File: src/rtl/updown_count_sched_if.sv
// Requester/counter-control bundle for updown_count_sched.
// master = requester side (drives requests), slave = scheduler side.
// ReqLen packs one LEN_W-bit length per requester, requester i at [i*LEN_W +: LEN_W].
interface updown_count_sched_if #(parameter int LEN_W = 4);
  logic [1:0]         ReqValid;
  logic [1:0]         ReqReady;
  logic [1:0]         ReqOp;
  logic [2*LEN_W-1:0] ReqLen;
  logic               Enable;
  logic               Swap;
  logic               Busy;
  logic               Done;
  logic               DoneId;

  modport master (
    output ReqValid, ReqOp, ReqLen,
    input  ReqReady, Enable, Swap, Busy, Done, DoneId
  );

  modport slave (
    input  ReqValid, ReqOp, ReqLen,
    output ReqReady, Enable, Swap, Busy, Done, DoneId
  );
endinterface

File: src/rtl/updown_count_sched.sv
// Purpose: arbitrates two requesters and turns each granted command into an exact
//          Enable/Swap burst followed by a one-cycle Done pulse tagged with the requester.
// Latency: count L -> L+2 cycles handshake-to-handshake; swap -> 3 cycles.
// Backpressure: ReqReady only in IDLE, at most one-hot; requesters hold their command until ready.
// Optional: define UDC_FIXED_PRIO_EN for fixed priority (requester 0 always wins a tie).
module updown_count_sched #(
  parameter int LEN_W = 4
) (
  input logic                 Clock,
  input logic                 Reset_n,
  updown_count_sched_if.slave bus
);

  typedef enum logic [1:0] {IDLE, RUN, SWP, FIN} state_t;

  state_t           state;
  logic             owner;
  logic [LEN_W-1:0] rem;
  logic             enable;
  logic             swap;
  logic             busy;
  logic             done;
  logic             done_id;
`ifndef UDC_FIXED_PRIO_EN
  logic             prio;
`endif

  logic [1:0]       grant;
  logic             gsel;
  logic             op_sel;
  logic [LEN_W-1:0] len_sel;

  // Arbitration: grant only in IDLE and never while reset is held.
  always_comb begin
    grant = 2'b00;
    if (Reset_n && state == IDLE) begin
      if (bus.ReqValid == 2'b11) begin
`ifdef UDC_FIXED_PRIO_EN
        grant = 2'b01;
`else
        grant = prio ? 2'b10 : 2'b01;
`endif
      end else begin
        grant = bus.ReqValid;
      end
    end
    gsel    = grant[1];
    op_sel  = bus.ReqOp[gsel];
    len_sel = gsel ? bus.ReqLen[2*LEN_W-1:LEN_W] : bus.ReqLen[LEN_W-1:0];
  end

  // Control FSM; every output is registered alongside the state it belongs to.
  always_ff @(posedge Clock) begin
    if (!Reset_n) begin
      state   <= IDLE;
      owner   <= 1'b0;
      rem     <= '0;
      enable  <= 1'b0;
      swap    <= 1'b0;
      busy    <= 1'b0;
      done    <= 1'b0;
      done_id <= 1'b0;
`ifndef UDC_FIXED_PRIO_EN
      prio    <= 1'b0;
`endif
    end else begin
      case (state)
        IDLE: begin
          if (grant != 2'b00) begin
            owner <= gsel;
            busy  <= 1'b1;
`ifndef UDC_FIXED_PRIO_EN
            prio  <= ~gsel;
`endif
            if (op_sel) begin
              state  <= SWP;
              enable <= 1'b1;
              swap   <= 1'b1;
            end else if (len_sel != '0) begin
              state  <= RUN;
              rem    <= len_sel;
              enable <= 1'b1;
            end else begin
              // Zero-length count completes without ever enabling the counter.
              state   <= FIN;
              done    <= 1'b1;
              done_id <= gsel;
            end
          end
        end
        RUN: begin
          // Rem is nonzero throughout RUN, so this decrement cannot wrap.
          rem <= rem - LEN_W'(1);
          if (rem == LEN_W'(1)) begin
            state   <= FIN;
            enable  <= 1'b0;
            done    <= 1'b1;
            done_id <= owner;
          end
        end
        SWP: begin
          state   <= FIN;
          enable  <= 1'b0;
          swap    <= 1'b0;
          done    <= 1'b1;
          done_id <= owner;
        end
        FIN: begin
          state <= IDLE;
          done  <= 1'b0;
          busy  <= 1'b0;
        end
        default: begin
          state  <= IDLE;
          enable <= 1'b0;
          swap   <= 1'b0;
          busy   <= 1'b0;
          done   <= 1'b0;
        end
      endcase
    end
  end

  assign bus.ReqReady = grant;
  assign bus.Enable   = enable;
  assign bus.Swap     = swap;
  assign bus.Busy     = busy;
  assign bus.Done     = done;
  assign bus.DoneId   = done_id;

endmodule

File: src/flat_wrapper.sv
// flat-port wrapper written by rule: the top's interface ports become plain ports
module updown_count_sched_flat 
#(
  parameter int LEN_W = 4
)
  (Clock, Reset_n, bus_ReqValid, bus_ReqOp, bus_ReqLen, bus_ReqReady, bus_Enable, bus_Swap, bus_Busy, bus_Done, bus_DoneId);
  updown_count_sched_if #(.LEN_W(LEN_W)) bus_i ();
  input logic Clock;
  input logic Reset_n;
  input wire logic [$bits(bus_i.ReqValid)-1:0] bus_ReqValid;
  input wire logic [$bits(bus_i.ReqOp)-1:0] bus_ReqOp;
  input wire logic [$bits(bus_i.ReqLen)-1:0] bus_ReqLen;
  output wire logic [$bits(bus_i.ReqReady)-1:0] bus_ReqReady;
  output wire logic [$bits(bus_i.Enable)-1:0] bus_Enable;
  output wire logic [$bits(bus_i.Swap)-1:0] bus_Swap;
  output wire logic [$bits(bus_i.Busy)-1:0] bus_Busy;
  output wire logic [$bits(bus_i.Done)-1:0] bus_Done;
  output wire logic [$bits(bus_i.DoneId)-1:0] bus_DoneId;
  assign bus_i.ReqValid = bus_ReqValid;
  assign bus_i.ReqOp = bus_ReqOp;
  assign bus_i.ReqLen = bus_ReqLen;
  assign bus_ReqReady = bus_i.ReqReady;
  assign bus_Enable = bus_i.Enable;
  assign bus_Swap = bus_i.Swap;
  assign bus_Busy = bus_i.Busy;
  assign bus_Done = bus_i.Done;
  assign bus_DoneId = bus_i.DoneId;
  updown_count_sched #(.LEN_W(LEN_W)) u_core (.Clock(Clock), .Reset_n(Reset_n), .bus(bus_i));
endmodule
File: config.mk
export PLATFORM = sky130hd
export DESIGN_NAME = updown_count_sched_flat
export DESIGN_NICKNAME = d
export VERILOG_FILES = /design/src/rtl/updown_count_sched_if.sv /design/src/rtl/updown_count_sched.sv /design/src/flat_wrapper.sv
export SDC_FILE = /design/constraint.sdc
export NUM_CORES = 1
export LEC_CHECK = 0
export BUFFER_PORTS_ARGS = -buffer_cell sky130_fd_sc_hd__buf_2
export CAP_MARGIN = 10
export CORE_MARGIN = 2
export CORE_UTILIZATION = 45
export DETAILED_ROUTE_END_ITERATION = 8
export GPL_TIMING_DRIVEN = 0
export PLACE_DENSITY = 0.67
export SKIP_CTS_REPAIR_TIMING = 1
export SYNTH_ARGS = -nofsm -noshare
export SYNTH_HDL_FRONTEND = slang
export SYNTH_SLANG_ARGS = --single-unit
File: constraint.sdc
create_clock -name Clock -period 5.15 [get_ports Clock]
set_input_delay 1.545 -clock Clock [delete_from_list [all_inputs] [get_ports Clock]]
set_output_delay 1.545 -clock Clock [all_outputs]
set_load 0.03 [all_outputs]
==> impl_metrics.py <==
metrics = {
    "die": {
        "die_w_um": 52.9,
        "coreArea_um2": 2230,
        "die_h_um": 52.9,
        "rows": 17,
        "start_util_pct": 48.1,
        "ios": 21,
        "die_area_um2": 2800,
    },
    "logic_synthesis": {
        "synth-async-reset-ratio_pct": 0,
        "ys_seq_elements": 13,
        "syn_inst": 131,
        "synth_edf_count": 0,
        "yosysSeqAreaShare_pct": 24.2,
        "ys.warnings.count": 0,
        "synth_top_area_cell": "dfxtp_1",
        "syn_nets": 152,
        "synth_cell_types": 40,
        "syn_area_um2": 1070,
        "avgSynthCellArea_um2": 8.20,
        "synth_flop_cell": "dfxtp_1",
        "netlist_top_cells_area": "dfxtp_1, ha_1, mux2i_1, nand2_1, a21oi_1",
        "ys_top_cells_by_count": "dfxtp_1, nand2_1, nor2_1",
        "synth_top_area_share_pct": 24.2,
    },
    "routing": {
        "wl_per_cell_um": 14.0,
        "vias": 1053,
        "vias_per_cell": 5.75,
        "drc": 0,
        "dr.pass1.iters": 4,
        "routed_wl_um": 2560,
        "dr.first_iter.drc_count": 30,
        "final_antenna_net_count": 0,
    },
    "clock_tree": {
        "clk_latency_ns": 0.28,
        "cts_root_buffer": "clkbuf_4",
        "cts_tree": "yes",
        "clock_sink_count": 13,
        "cts_htree_levels": 1,
        "cts_buffer_depth": 2,
        "numCtsBuffers": 3,
        "cts.reportedPaths.clkPinSlew_ns": 0.08,
    },
    "job": {
        "maxCapViolCount": 0,
    },
    "grt": {
        "antenna_found_initial": 0,
        "first_global_vias": 934,
        "grt_overflow": 0,
        "track_usage_pct": 20.4,
        "grt_max_degree": 11,
        "grt_first_pass_wirelength_um": 4220,
    },
    "worst_setup_path": {
        "timing_worst_setup_path_type": "input pin to output port",
        "critPathMaxFanout": 8,
        "cpLargestDelayFamily": "simple AND/OR/NAND/NOR gates",
        "end_kind": "output port",
        "critPathMostFrequentCell": "buf_2",
        "critPathSlowestCell": "buf_2",
        "worstPathCellList": "buf_2 > and2b_4 > nor2_8 > buf_2",
        "timing.rr.start": "u_core.state[0]$_SDFFE_PN0P_",
        "cp.arrival_ns": 2.32,
        "startpoint": "bus_ReqValid[0]",
        "worstPathRequired_ns": 3.61,
        "critical_path_buf_inv_count": 2,
        "start_kind": "input pin",
        "max_stage_delay_ns": 0.23,
    },
    "run_status": {
        "status": "complete, no violations",
    },
    "placed_design": {
        "dpl.hpwl_um": 1960,
        "placedCellCount": 179,
        "place.gp.congestion": 0.847,
        "port_buffers": 20,
        "pre_cts_ws_ns": 1.29,
    },
    "cells_and_area": {
        "drive_above_1_share_pct": 25.2,
        "layout.nets": 177,
        "antenna_cells": 0,
        "final_cells": 183,
        "syn_to_final_growth_pct": 15.0,
        "fin_util_pct": 55.4,
    },
    "min_path": {
        "hp-class": "flop to flop",
        "hold_start": "u_core.bus.Done$_SDFFE_PN0P_",
    },
    "sta": {
        "fin_skew_ns": 0.00655,
        "slew_headroom_pct": 68.2,
        "layout_setup_ws_ns": 1.29,
        "maxSlewViolCount": 0,
        "whs_ns": 0.469,
        "tns_ns": 0,
        "hold_viol": 0,
        "period_needed_ns": 3.86,
        "grt_setup_unrepaired": "no",
        "setup_violations": 0,
        "period_share_pct": 75.0,
        "tightest_slew_ns": 0.477,
        "clock.fmax_ghz": 0.259,
    },
    "pwr": {
        "leakage_nw": 0.518,
        "p_per_area_nw_per_um2": 527,
        "max-vdd-ir-drop_mv": 0.292,
    },
}
[stage by stage]
stage	instance area, um^2	power [mW]
after global routing	1240	0.707
final	1240	0.651
after detailed placement	1210	0.586
after CTS	1240	0.655
after floorplan	1070	0.493
after global placement	1210	0.573
[worst register-to-register path: cells and delay by family (launching register included)]
family / cells / cell delay (ns)
buffers and inverters: 2 / 0.24
DFF: 1 / 0.39
adders and majority gates: 1 / 0.21
AOI/OAI and AO/OA: 3 / 0.72
and+or+nand+nor: 1 / 0.24
[sequential cells by signal, indices dropped and copies added, names as in the netlist]
register and flops:
u_core.bus.Busy 1, u_core.bus.DoneId 1, u_core.bus.Enable 1, u_core.bus.Done 1, u_core.owner 1, u_core.rem 4, u_core.state 2, u_core.prio 1
u_core.bus.Swap 1
[power breakdown]
part | switching, mW | internal (mW)
Sequential | 0.0314 | 0.140
Clock | 0.0377 | 0.0301
Combinational | 0.237 | 0.176
[placed cells by master (no fill, tap or decap), drive strengths merged, types with 5 or more instances in the layout]
| master | synthesis | routed |
|---|---|---|
| clkbuf | 3 | 7 |
| a21oi | 9 | 9 |
| dfxtp | 13 | 13 |
| mux2i | 6 | 6 |
| inv | 7 | 7 |
| ha | 7 | 7 |
| nor2 | 12 | 12 |
| nand2 | 13 | 13 |
| o21ai | 8 | 8 |
| nand2b | 5 | 5 |
| nor3 | 6 | 6 |
| buf | 2 | 22 |
[worst paths after layout]
check                                 endpoint  slack, ns  cells after the start
setup / recovery               bus_ReqReady[1]       1.29                      4
hold / removal    u_core.bus.Done$_SDFFE_PN0P_       0.47                      2
hold reg to reg   u_core.bus.Done$_SDFFE_PN0P_       0.47                      2
setup reg to reg    u_core.rem[0]$_SDFFE_PN0P_       3.26                      7
[area by class of cell]
class | count | area [um^2]
fill | 235 | 997
multi-input combinational | 106 | 741
sequential | 13 | 260
timing repair buffer | 20 | 100
buffer | 5 | 47.5
tap | 28 | 35.0
clock buffer | 4 | 26.3
inverter | 7 | 26.3
[cell families (layout without fill, tap and decap cells)]
kind of cell,count (synthesis),count (layout),synth area share (%)
AND/OR/NAND/NOR,54,54,28.4
AO/OA/AOI/OAI,35,35,22.6
flip-flops,13,13,24.2
buffers and inverters,12,36,6.87
multiplexers,10,10,9.78
adder cells (fa/ha/maj),7,7,8.15
[per-layer routing]
metal | vias to the layer above | GRT usage [%] | part of all wire [%] | wire, um
met3 | 4 | 3.39 | 4.8 | 123
met1 | 494 | 27.1 | 50 | 1280
met2 | 23 | 32.9 | 44 | 1130
met5 | - | 0 | 0 | 0
li1 | 532 | - | - | -
met4 | 0 | 7.69 | 1.2 | 30
Note: power is estimated with default switching activity, not from simulation.
